--- config.mk ---
export PLATFORM = sky130hd
export DESIGN_NAME = command_sequencer
export DESIGN_NICKNAME = d
export VERILOG_FILES = /design/src/rtl/calc_pkg.sv /design/src/rtl/cmd_emitter.sv /design/src/rtl/command_sequencer.sv
export SDC_FILE = /design/constraint.sdc
export NUM_CORES = 1
export LEC_CHECK = 0
export ABC_AREA = 1
export CAP_MARGIN = 20
export CORE_UTILIZATION = 45
export CTS_CLUSTER_SIZE = 10
export DETAILED_ROUTE_END_ITERATION = 12
export HOLD_SLACK_MARGIN = 0.15
export REMOVE_ABC_BUFFERS = 1
export SLEW_MARGIN = 20
export SYNTH_ARGS = -nofsm -noshare
export SYNTH_HDL_FRONTEND = slang
export SYNTH_HIERARCHICAL = 1
export SYNTH_SLANG_ARGS = --single-unit
--- constraint.sdc ---
create_clock -name clk -period 4.65 [get_ports clk]
set_clock_uncertainty 0.15 [all_clocks]
set_input_delay 0.6975 -clock clk [delete_from_list [all_inputs] [get_ports clk]]
set_output_delay 0.6975 -clock clk [all_outputs]
set_load 0.01 [all_outputs]
--- src/rtl/calc_pkg.sv ---
// rtl/calc_pkg.sv - command codes, key codes, FSM states and hold limits for the command sequencer
package calc_pkg;

    localparam int CMD_HOLD_MIN = 1;
    localparam int CMD_HOLD_MAX = 15;

    typedef enum logic [3:0] {
        CMD_CLR   = 4'd0,
        CMD_CLRLD = 4'd1,
        CMD_LOADX = 4'd2,
        CMD_ADD   = 4'd3,
        CMD_SUB   = 4'd4,
        CMD_MULT  = 4'd5,
        CMD_DIV   = 4'd6,
        CMD_MIN   = 4'd7,
        CMD_MAX   = 4'd8,
        CMD_DISP  = 4'd9,
        CMD_END   = 4'd10,
        CMD_NOP   = 4'd11
    } cmd_e;

    typedef enum logic [3:0] {
        KEY_NUM  = 4'd0,
        KEY_ADD  = 4'd1,
        KEY_SUB  = 4'd2,
        KEY_MULT = 4'd3,
        KEY_DIV  = 4'd4,
        KEY_MIN  = 4'd5,
        KEY_MAX  = 4'd6,
        KEY_EQ   = 4'd7,
        KEY_CLR  = 4'd8,
        KEY_OFF  = 4'd9
    } key_e;

    typedef enum logic [2:0] {
        ST_INIT   = 3'd0,
        ST_EMPTY  = 3'd1,
        ST_HAVE_X = 3'd2,
        ST_WAIT_B = 3'd3,
        ST_HAVE_B = 3'd4,
        ST_RESULT = 3'd5,
        ST_HALT   = 3'd6
    } state_e;

    // Operator keys ADD..MAX map onto the contiguous command codes ADD..MAX.
    function automatic logic [3:0] op_to_cmd(input logic [3:0] op);
        return op + 4'd2;
    endfunction

    function automatic logic is_op(input logic [3:0] key);
        return (key >= KEY_ADD) && (key <= KEY_MAX);
    endfunction

endpackage

--- src/rtl/cmd_emitter.sv ---
// rtl/cmd_emitter.sv - two-slot command queue with per-command hold counter
module cmd_emitter #(
    parameter int HOLD = 1
) (
    input  logic       clk,
    input  logic       rst_n,
    input  logic       load_i,
    input  logic       two_i,
    input  logic [3:0] cmd0_i,
    input  logic [3:0] cmd1_i,
    output logic [3:0] cmd_o,
    output logic       valid_o,
    output logic       busy_o
);
    import calc_pkg::*;

    localparam logic [3:0] HOLD_LAST = 4'(HOLD - 1);

    logic       active_q;
    logic       two_q;
    logic [3:0] cur_q;
    logic [3:0] nxt_q;
    logic [3:0] cnt_q;

    // Load a 1- or 2-command burst, hold each slot HOLD cycles, then return to NOP.
    always_ff @(posedge clk) begin
        if (!rst_n) begin
            active_q <= 1'b0;
            two_q    <= 1'b0;
            cur_q    <= CMD_NOP;
            nxt_q    <= CMD_NOP;
            cnt_q    <= 4'd0;
        end else if (load_i) begin
            active_q <= 1'b1;
            two_q    <= two_i;
            cur_q    <= cmd0_i;
            nxt_q    <= cmd1_i;
            cnt_q    <= 4'd0;
        end else if (active_q) begin
            if (cnt_q == HOLD_LAST) begin
                cnt_q <= 4'd0;
                if (two_q) begin
                    cur_q <= nxt_q;
                    two_q <= 1'b0;
                end else begin
                    active_q <= 1'b0;
                    cur_q    <= CMD_NOP;
                end
            end else begin
                cnt_q <= cnt_q + 4'd1;
            end
        end
    end

    assign cmd_o   = cur_q;
    assign valid_o = active_q;
    assign busy_o  = active_q;

endmodule

--- src/rtl/command_sequencer.sv ---
// rtl/command_sequencer.sv - keypad-driven calculator FSM feeding Controler; SEQ_DROP_FLAG_EN adds keyDropped
module command_sequencer
    import calc_pkg::*;
#(
    parameter int CMD_HOLD = 1
) (
    input  logic       clk,
    input  logic       rst_n,
    input  logic       keyValid,
    input  logic [3:0] keyCode,
    output logic [3:0] comandSequencer,
    output logic       cmdValid,
    output logic       keyReady
`ifdef SEQ_DROP_FLAG_EN
    ,
    output logic       keyDropped
`endif
);

    // Out-of-range hold values are clamped into the legal 1..15 window.
    localparam int HOLD = (CMD_HOLD < CMD_HOLD_MIN) ? CMD_HOLD_MIN :
                          (CMD_HOLD > CMD_HOLD_MAX) ? CMD_HOLD_MAX : CMD_HOLD;

    state_e     state_q, state_d;
    logic [3:0] pend_q, pend_d;
    logic       load, two, busy, accept;
    logic [3:0] c0, c1;

    assign keyReady = !busy && (state_q != ST_INIT);
    assign accept   = keyValid && keyReady && (keyCode <= KEY_OFF);

    // State and pending-operator registers.
    always_ff @(posedge clk) begin
        if (!rst_n) begin
            state_q <= ST_INIT;
            pend_q  <= KEY_ADD;
        end else begin
            state_q <= state_d;
            pend_q  <= pend_d;
        end
    end

    // Next state, pending operator and the command burst for the accepted key.
    always_comb begin
        state_d = state_q;
        pend_d  = pend_q;
        load    = 1'b0;
        two     = 1'b0;
        c0      = CMD_NOP;
        c1      = CMD_NOP;
        if (state_q == ST_INIT) begin
            load    = 1'b1;
            c0      = CMD_CLR;
            state_d = ST_EMPTY;
        end else if (accept) begin
            if (keyCode == KEY_CLR) begin
                load    = 1'b1;
                c0      = CMD_CLR;
                state_d = ST_EMPTY;
                pend_d  = KEY_ADD;
            end else if (state_q == ST_HALT) begin
                state_d = ST_HALT;
            end else if (keyCode == KEY_OFF) begin
                load    = 1'b1;
                c0      = CMD_END;
                state_d = ST_HALT;
            end else begin
                case (state_q)
                    ST_EMPTY: begin
                        if (keyCode == KEY_NUM) begin
                            load = 1'b1; c0 = CMD_CLRLD; state_d = ST_HAVE_X;
                        end
                    end
                    ST_HAVE_X: begin
                        if (keyCode == KEY_NUM) begin
                            load = 1'b1; c0 = CMD_LOADX;
                        end else if (is_op(keyCode)) begin
                            load = 1'b1; c0 = CMD_ADD; pend_d = keyCode; state_d = ST_WAIT_B;
                        end else begin
                            load = 1'b1; c0 = CMD_DISP; state_d = ST_RESULT;
                        end
                    end
                    ST_WAIT_B: begin
                        if (keyCode == KEY_NUM) begin
                            load = 1'b1; c0 = CMD_LOADX; state_d = ST_HAVE_B;
                        end else if (is_op(keyCode)) begin
                            pend_d = keyCode;
                        end else begin
                            load = 1'b1; c0 = CMD_DISP; state_d = ST_RESULT;
                        end
                    end
                    ST_HAVE_B: begin
                        if (keyCode == KEY_NUM) begin
                            load = 1'b1; c0 = CMD_LOADX;
                        end else begin
                            load = 1'b1; two = 1'b1;
                            c0   = op_to_cmd(pend_q);
                            c1   = CMD_DISP;
                            if (is_op(keyCode)) begin
                                pend_d = keyCode; state_d = ST_WAIT_B;
                            end else begin
                                state_d = ST_RESULT;
                            end
                        end
                    end
                    ST_RESULT: begin
                        if (keyCode == KEY_NUM) begin
                            load = 1'b1; c0 = CMD_CLRLD; state_d = ST_HAVE_X;
                        end else if (is_op(keyCode)) begin
                            pend_d = keyCode; state_d = ST_WAIT_B;
                        end else begin
                            load = 1'b1; c0 = CMD_DISP;
                        end
                    end
                    default: state_d = ST_EMPTY;
                endcase
            end
        end
    end

    cmd_emitter #(.HOLD(HOLD)) u_emitter (
        .clk     (clk),
        .rst_n   (rst_n),
        .load_i  (load),
        .two_i   (two),
        .cmd0_i  (c0),
        .cmd1_i  (c1),
        .cmd_o   (comandSequencer),
        .valid_o (cmdValid),
        .busy_o  (busy)
    );

`ifdef SEQ_DROP_FLAG_EN
    logic drop_q;

    // Sticky flag for well-formed keys that arrive while the sequencer is busy.
    always_ff @(posedge clk) begin
        if (!rst_n) begin
            drop_q <= 1'b0;
        end else if (keyValid && !keyReady && (keyCode <= KEY_OFF)) begin
            drop_q <= 1'b1;
        end else if (accept && (keyCode == KEY_CLR)) begin
            drop_q <= 1'b0;
        end
    end

    assign keyDropped = drop_q;
`endif

endmodule

==> qor.csv, run 1 <==
stage,metric,value,unit
outcome,status,finished clean,
yosys,ys_ff_latch,21,
power_and_ir_drop,power.leakage,0.777,nW
placed_design,gp_congestion,0.896,
yosys,synth_edf_count,0,
yosys,yosysWarnings,6,
sta,hold_viol_final,0,
job,maxCapViolCount,0,
sta,min_period,2.90,ns
critical_path,cp.required,4.67,ns
min_path,holdPathStages,2,
clock_tree,h-tree-depth,1,
critical_path,start_kind,primary input,
yosys,synth_async_sr_flop_share,0,%
floorplan,core,3100,µm²
critical_path,crit_path_max_incr_delay,0.49,ns
global_route,grtUsageTotal,20.3,%
sta,setup_viol,0,
global_route,grt_max_degree,17,
floorplan,initial_core_util,48.3,%
clock_tree,cts_root_buf,clkbuf_4,
global_route,gr-total-overflow,0,
critical_path,crit_family,buffers and inverters,
clock_tree,cts_tree,yes,
global_route,grt_pass1_vias,1289,
layout,syn2layout_area_growth,9.27,%
yosys,synth.area.mux_share,0,%
critical_path,crit_chain,"clkdlybuf4s50_1, nor2_2, nand2_2, inv_1, nand2_1, nand4_1, nand2_1, a21oi_1, inv_4, o21ai_0, nand2_1, nand2_1, nand3_1",
drt,vias,1436,
layout,final_cell_area,1640,µm²
min_path,min_from,pend_q[3],
yosys,synth_xor_area_share,1.75,%
yosys,syn_avg_cell_area,6.32,µm²
global_route,grt_pass1_wl,5530,µm
sta,finalWorstSetupSlack,1.75,ns
clock_tree,clock_latency,0.30,ns
yosys,synth_compound_area_share,10.7,%
placed_design,dp_hpwl,2550,µm
layout,num-fill-cells,342,
yosys,synthCells,237,
global_route,antenna_found_initial,0,
critical_path,r2r_start,state_q[2],
placed_design,placed_area,1610,µm²
clock_tree,hold_buffers,0,
sta,rsz0062_at_grt,false,
yosys,synthSimpleGateAreaFrac,44.9,%
floorplan,rows,20,
layout,drive_gt1_share,14.2,%
critical_path,critPathKind,primary input to flop,
critical_path,end_kind,flop,
sta,slew_violations,0,
floorplan,die_w,59.7,µm
yosys,synth_top_cell_by_area,dfxtp_1,
placed_design,place_ws,1.40,ns
sta,worst_pin_slew,0.629,ns
drt,wire_per_inst,11.1,µm
clock_tree,cts_resized,0,
critical_path,critPathArrivalTime,2.92,ns
sta,fin_crit_sh,62.4,%
power_and_ir_drop,power,0.683,mW
sta,fmax,345,MHz
drt,drcViolationCount,0,
min_path,min_path_type,flop to flop,
critical_path,r2r-end,u_emitter/cmd_o[1],
critical_path,crit_buf_inv,3,
yosys,netlist_area,1500,µm²
critical_path,worst_path_max_delay_cell,a21oi_1,
layout,diodes,0,
power_and_ir_drop,vdd_drop_max,0.209,mV
critical_path,worstRegToRegCells,11,
critical_path,crit_top_cell,nand2_1,
clock_tree,clock_sinks,21,
power_and_ir_drop,p_per_area,418,nW/µm²
drt,antenna_left,0,
drt,drt_iter0_drc,91,
placed_design,numPortBuffers,12,
floorplan,die_h,59.7,µm
sta,fin_setup_tns,0,ns
yosys,synth_fa_ha_area_share,2.51,%
floorplan,io_pins,13,
critical_path,crit_path_max_fanout,16,
drt,via_per_inst,4.93,
layout,fin_nets,258,
yosys,synth.top_cell.area_share,28.1,%
drt,drt_pass1_iterations,4,
yosys,synthFlopType,dfxtp_1,
clock_tree,clk_pin_slew,0.12,ns
floorplan,die_area,3560,µm²
critical_path,rrSetupSlack,2.14,ns
yosys,synth_top_family_by_area,simple AND/OR/NAND/NOR gates,
min_path,whs_endpoint,pend_q[3],
drt,drt-total-wl,3220,µm
sta,relSlewSlack,58.1,%
yosys,yosys-top-cells-area,"dfxtp_1 28%, nand2_1 16%, nor2_1 7.8%",
layout,final_core_util,52.7,%
yosys,synthDistinctLibCells,29,
clock_tree,numCtsBuffers,3,
clock_tree,postCtsSetupBuffers,0,
yosys,ys_seq_area_share,28.1,%
clock_tree,clockBufferDepth,2,
-- flip-flops by register name, summed over array words and instances (netlist names) --
| name | count |
|---|---|
| pend_q | 4 |
| u_emitter/busy_o | 1 |
| u_emitter/nxt_q | 4 |
| u_emitter/cmd_o | 4 |
| u_emitter/two_q | 1 |
| u_emitter/cnt_q | 4 |
| state_q | 3 |
-- power by group --
group	total, mW	leakage, nW	internal (mW)	switching, mW
registers	0.249	0.172	0.217	0.0325
clock network	0.0852	0.0177	0.0320	0.0532
logic	0.349	0.588	0.137	0.212
-- final cells by class --
type	count	area [µm²]	share of cell area, %
well taps	44	55.1	3.36
flip-flops and latches	21	420	25.7
clock buffers	3	22.5	1.38
repair buffers	12	120	7.34
inverters	27	105	6.42
multi-input cells	183	908	55.5
clock inverters	1	5.00	0.306
-- worst min-delay path: cells and delay by family (launching register included) --
| kind | cells | cell delay, ns |
|---|---|---|
| DFF | 1 | 0.34 |
| and+or+nand+nor | 2 | 0.09 |
-- through the flow --
step                      std cells  hold slack [ns]
final                           291            0.309
after global routing            291            0.321
after CTS                       291            0.308
after detailed placement        287            0.289
after global placement          287            0.290
after floorplan                 231            0.273
-- cell usage after synthesis (2+ instances only) --
cell / number
dfxtp_1: 21
a21oi_1: 14
buf_4: 3
nand2_4: 3
conb_1: 2
nand3_2: 2
o21ai_0: 6
inv_1: 20
buf_6: 4
o21ai_1: 6
ha_1: 3
xor2_1: 2
nand2_1: 65
nor2_2: 7
inv_2: 5
nand3_1: 23
nor2_1: 31
nor2_4: 2
nand2_2: 8
-- routing by layer --
metal | track usage (%) | share of wire, %
met5 | 0 | 0
met4 | 2.99 | 1.1
met3 | 4.11 | 2.9
met2 | 34.3 | 46
met1 | 27.1 | 50
-- worst max path at each step --
stage / slack, ns / cells past startpoint / startpoint / endpoint
finish: 1.75 / 13 / keyCode[2] / u_emitter/cmd_o[1]
global route: 1.40 / 13 / keyCode[2] / u_emitter/cmd_o[0]
CTS: 1.73 / 13 / keyCode[2] / u_emitter/cmd_o[0]
detailed placement: 1.40 / 13 / keyCode[2] / u_emitter/cmd_o[0]
global placement: 1.47 / 13 / keyCode[2] / u_emitter/cmd_o[3]
floorplan: 2.26 / 12 / keyCode[3] / u_emitter/cmd_o[3]
-- cells by family after synthesis --
kind of cell | count (synthesis)
AO/OA/AOI/OAI | 29
other | 2
flip-flops | 21
XOR/XNOR | 3
buffers and inverters | 34
AND/OR/NAND/NOR | 145
adder cells (fa/ha/maj) | 3
-- cells in the final DEF (no fill, tap or decap), types with 3 or more instances in the layout --
master and n:
inv_2 5, nor2_1 31, nand3_1 23, nor2_2 7
a21oi_1 14, ha_1 3, o21ai_0 6, clkbuf_4 3
dfxtp_1 21, o21ai_1 6, nand2_1 65, nand2_4 3
conb_1 3, nand2_2 8, clkdlybuf4s50_1 12, inv_1 20
Power figures use the tool's default switching activity.
==> run 2: changes to the inputs <==
--- a/config.mk
+++ b/config.mk
@@ -11,6 +11,7 @@
 export CTS_CLUSTER_SIZE = 10
 export DETAILED_ROUTE_END_ITERATION = 12
 export HOLD_SLACK_MARGIN = 0.15
+export PLACE_DENSITY = 0.67
 export REMOVE_ABC_BUFFERS = 1
 export SLEW_MARGIN = 20
 export SYNTH_ARGS = -nofsm -noshare
==> constraint.sdc (replaced) <==
create_clock -name clk -period 2.66 [get_ports clk]
set_clock_uncertainty 0.15 [all_clocks]
set_input_delay 0.399 -clock clk [delete_from_list [all_inputs] [get_ports clk]]
set_output_delay 0.399 -clock clk [all_outputs]
set_load 0.01 [all_outputs]
==> run 2 against run 1 <==
Against the previous run: count of clock-buffer cells in the layout did not move; final area is 2.4% higher; via count fell by 0.97%; non-clock buffer count increased by 5; first-iteration DRC count down 41%; flip-flop and latch count did not move; clock power grew 85%; largest cell class unchanged; die area unchanged; combinational power is 79% higher.
==> qor.csv, run 2 (same netlist as run 1, synthesis figures left out) <==
stage,metric,value,unit
outcome,status,finished clean,
critical_path,end_kind,output port,
critical_path,rrSetupSlack,0.48,ns
critical_path,crit_path_max_incr_delay,0.57,ns
power_and_ir_drop,p_per_area,727,nW/µm²
critical_path,crit_path_max_fanout,9,
clock_tree,hold_buffers,0,
min_path,whs_endpoint,pend_q[3],
drt,wire_per_inst,10.1,µm
sta,min_period,2.33,ns
drt,vias,1422,
min_path,min_from,pend_q[3],
global_route,use_met3,4.33,%
placed_design,numPortBuffers,12,
placed_design,place_ws,0.0717,ns
floorplan,die_area,3560,µm²
critical_path,crit_family,buffers and inverters,
sta,fin_crit_sh,87.7,%
layout,regArea,420,µm²
layout,drive_gt1_share,15.9,%
clock_tree,cts_resized,0,
drt,drcViolationCount,0,
sta,finalWorstSetupSlack,0.326,ns
drt,via_per_inst,4.80,
floorplan,die_w,59.7,µm
floorplan,die_h,59.7,µm
critical_path,crit_chain,"inv_2, a21oi_4, clkdlybuf4s50_1",
sta,slew_violations,0,
drt,drt_iter0_drc,54,
sta,fin_setup_tns,0,ns
critical_path,crit_buf_inv,2,
placed_design,placed_area,1650,µm²
global_route,gr-total-overflow,0,
clock_tree,clock_latency,0.31,ns
sta,hold_viol_final,0,
layout,syn2layout_area_growth,11.9,%
power_and_ir_drop,vdd_drop_max,0.363,mV
placed_design,gp_congestion,0.880,
layout,final_cell_area,1680,µm²
layout,num-fill-cells,343,
floorplan,initial_core_util,48.3,%
min_path,min_path_type,flop to flop,
sta,fmax,429,MHz
sta,holdWs,0.308,ns
critical_path,worstRegToRegCells,11,
layout,final_cell_mix,"65 x nand2_1, 31 x nor2_1, 23 x nand3_1",
global_route,grt_pass1_vias,1196,
layout,fin_nets,263,
clock_tree,clock_sinks,21,
clock_tree,clk_pin_slew,0.13,ns
global_route,antenna_found_initial,0,
global_route,grtUsageTotal,18.7,%
power_and_ir_drop,power.leakage,0.796,nW
clock_tree,cts_root_buf,clkbuf_4,
critical_path,worst_path_max_delay_cell,clkdlybuf4s50_1,
global_route,grt_pass1_wl,5160,µm
critical_path,critPathKind,flop to output port,
layout,diodes,0,
floorplan,io_pins,13,
clock_tree,cts_tree,yes,
floorplan,core,3100,µm²
global_route,grt_max_degree,17,
job,maxCapViolCount,0,
sta,setup_viol,0,
sta,rsz0062_at_grt,false,
clock_tree,h-tree-depth,1,
clock_tree,clockBufferDepth,2,
layout,multi_input_area,908,µm²
layout,final_common_cell,nand2_1,
critical_path,r2r-end,u_emitter/cmd_o[1],
clock_tree,postCtsSetupBuffers,0,
global_route,grt_util_met2,30.2,%
placed_design,dp_hpwl,2360,µm
floorplan,rows,20,
critical_path,critPathArrivalTime,1.78,ns
min_path,holdPathStages,2,
drt,drt_pass1_iterations,4,
critical_path,r2r_start,state_q[2],
drt,drt-total-wl,2990,µm
critical_path,start_kind,flop,
critical_path,cp.required,2.11,ns
global_route,use_met1,25.9,%
drt,antenna_left,0,
clock_tree,numCtsBuffers,3,
global_route,top_usage_layer,met2,
power_and_ir_drop,power,1.22,mW
[run 2: worst max path at each step]
stage	start	to	depth (start not counted)
after floorplan	state_q[2]	u_emitter/cmd_o[3]	11
after global placement	keyCode[3]	u_emitter/cmd_o[1]	12
after detailed placement	keyCode[3]	u_emitter/cmd_o[0]	12
after CTS	state_q[2]	keyReady	3
after global routing	keyCode[1]	u_emitter/cmd_o[0]	13
final	state_q[2]	keyReady	3
[run 2: layout make-up]
type / instances / share of cell area (%)
Timing Repair Buffer: 17 / 9.40
Multi-Input combinational cell: 183 / 54.2
Clock buffer: 3 / 1.34
Tap cell: 44 / 3.28
Clock inverter: 1 / 0.448
Inverter: 27 / 6.27
Sequential cell: 21 / 25.1
[run 2: metal layers]
metal	vias to the layer above	wire length [µm]
met3	2	166
met2	29	1290
met1	615	1520
met5	-	0
met4	0	13
li1	776	-
[run 2: worst register-to-register path, cell delays in order (launching register included)]
cell and delay, ns:
dfxtp_1 0.56, inv_2 0.15, nor2_1 0.19, o21ai_0 0.11
nand4_1 0.08, nand2_1 0.06, a21oi_1 0.26, inv_4 0.13
o21ai_0 0.17, nand2_1 0.08, nand2_1 0.06, nand3_1 0.06
[run 2: where the power goes]
group	leakage, nW	switching, mW	internal [mW]
Sequential	0.172	0.0564	0.379
Combinational	0.611	0.371	0.255
Clock	0.0139	0.100	0.0573
Total	0.796	0.527	0.691
[run 2: stage by stage]
step           util [%]  instances
6_report           54.0        296
5_1_grt            54.0        296
2_1_floorplan         -        231
4_1_cts            54.0        296
3_3_place_gp       53.1        292
3_5_place_dp       53.1        292
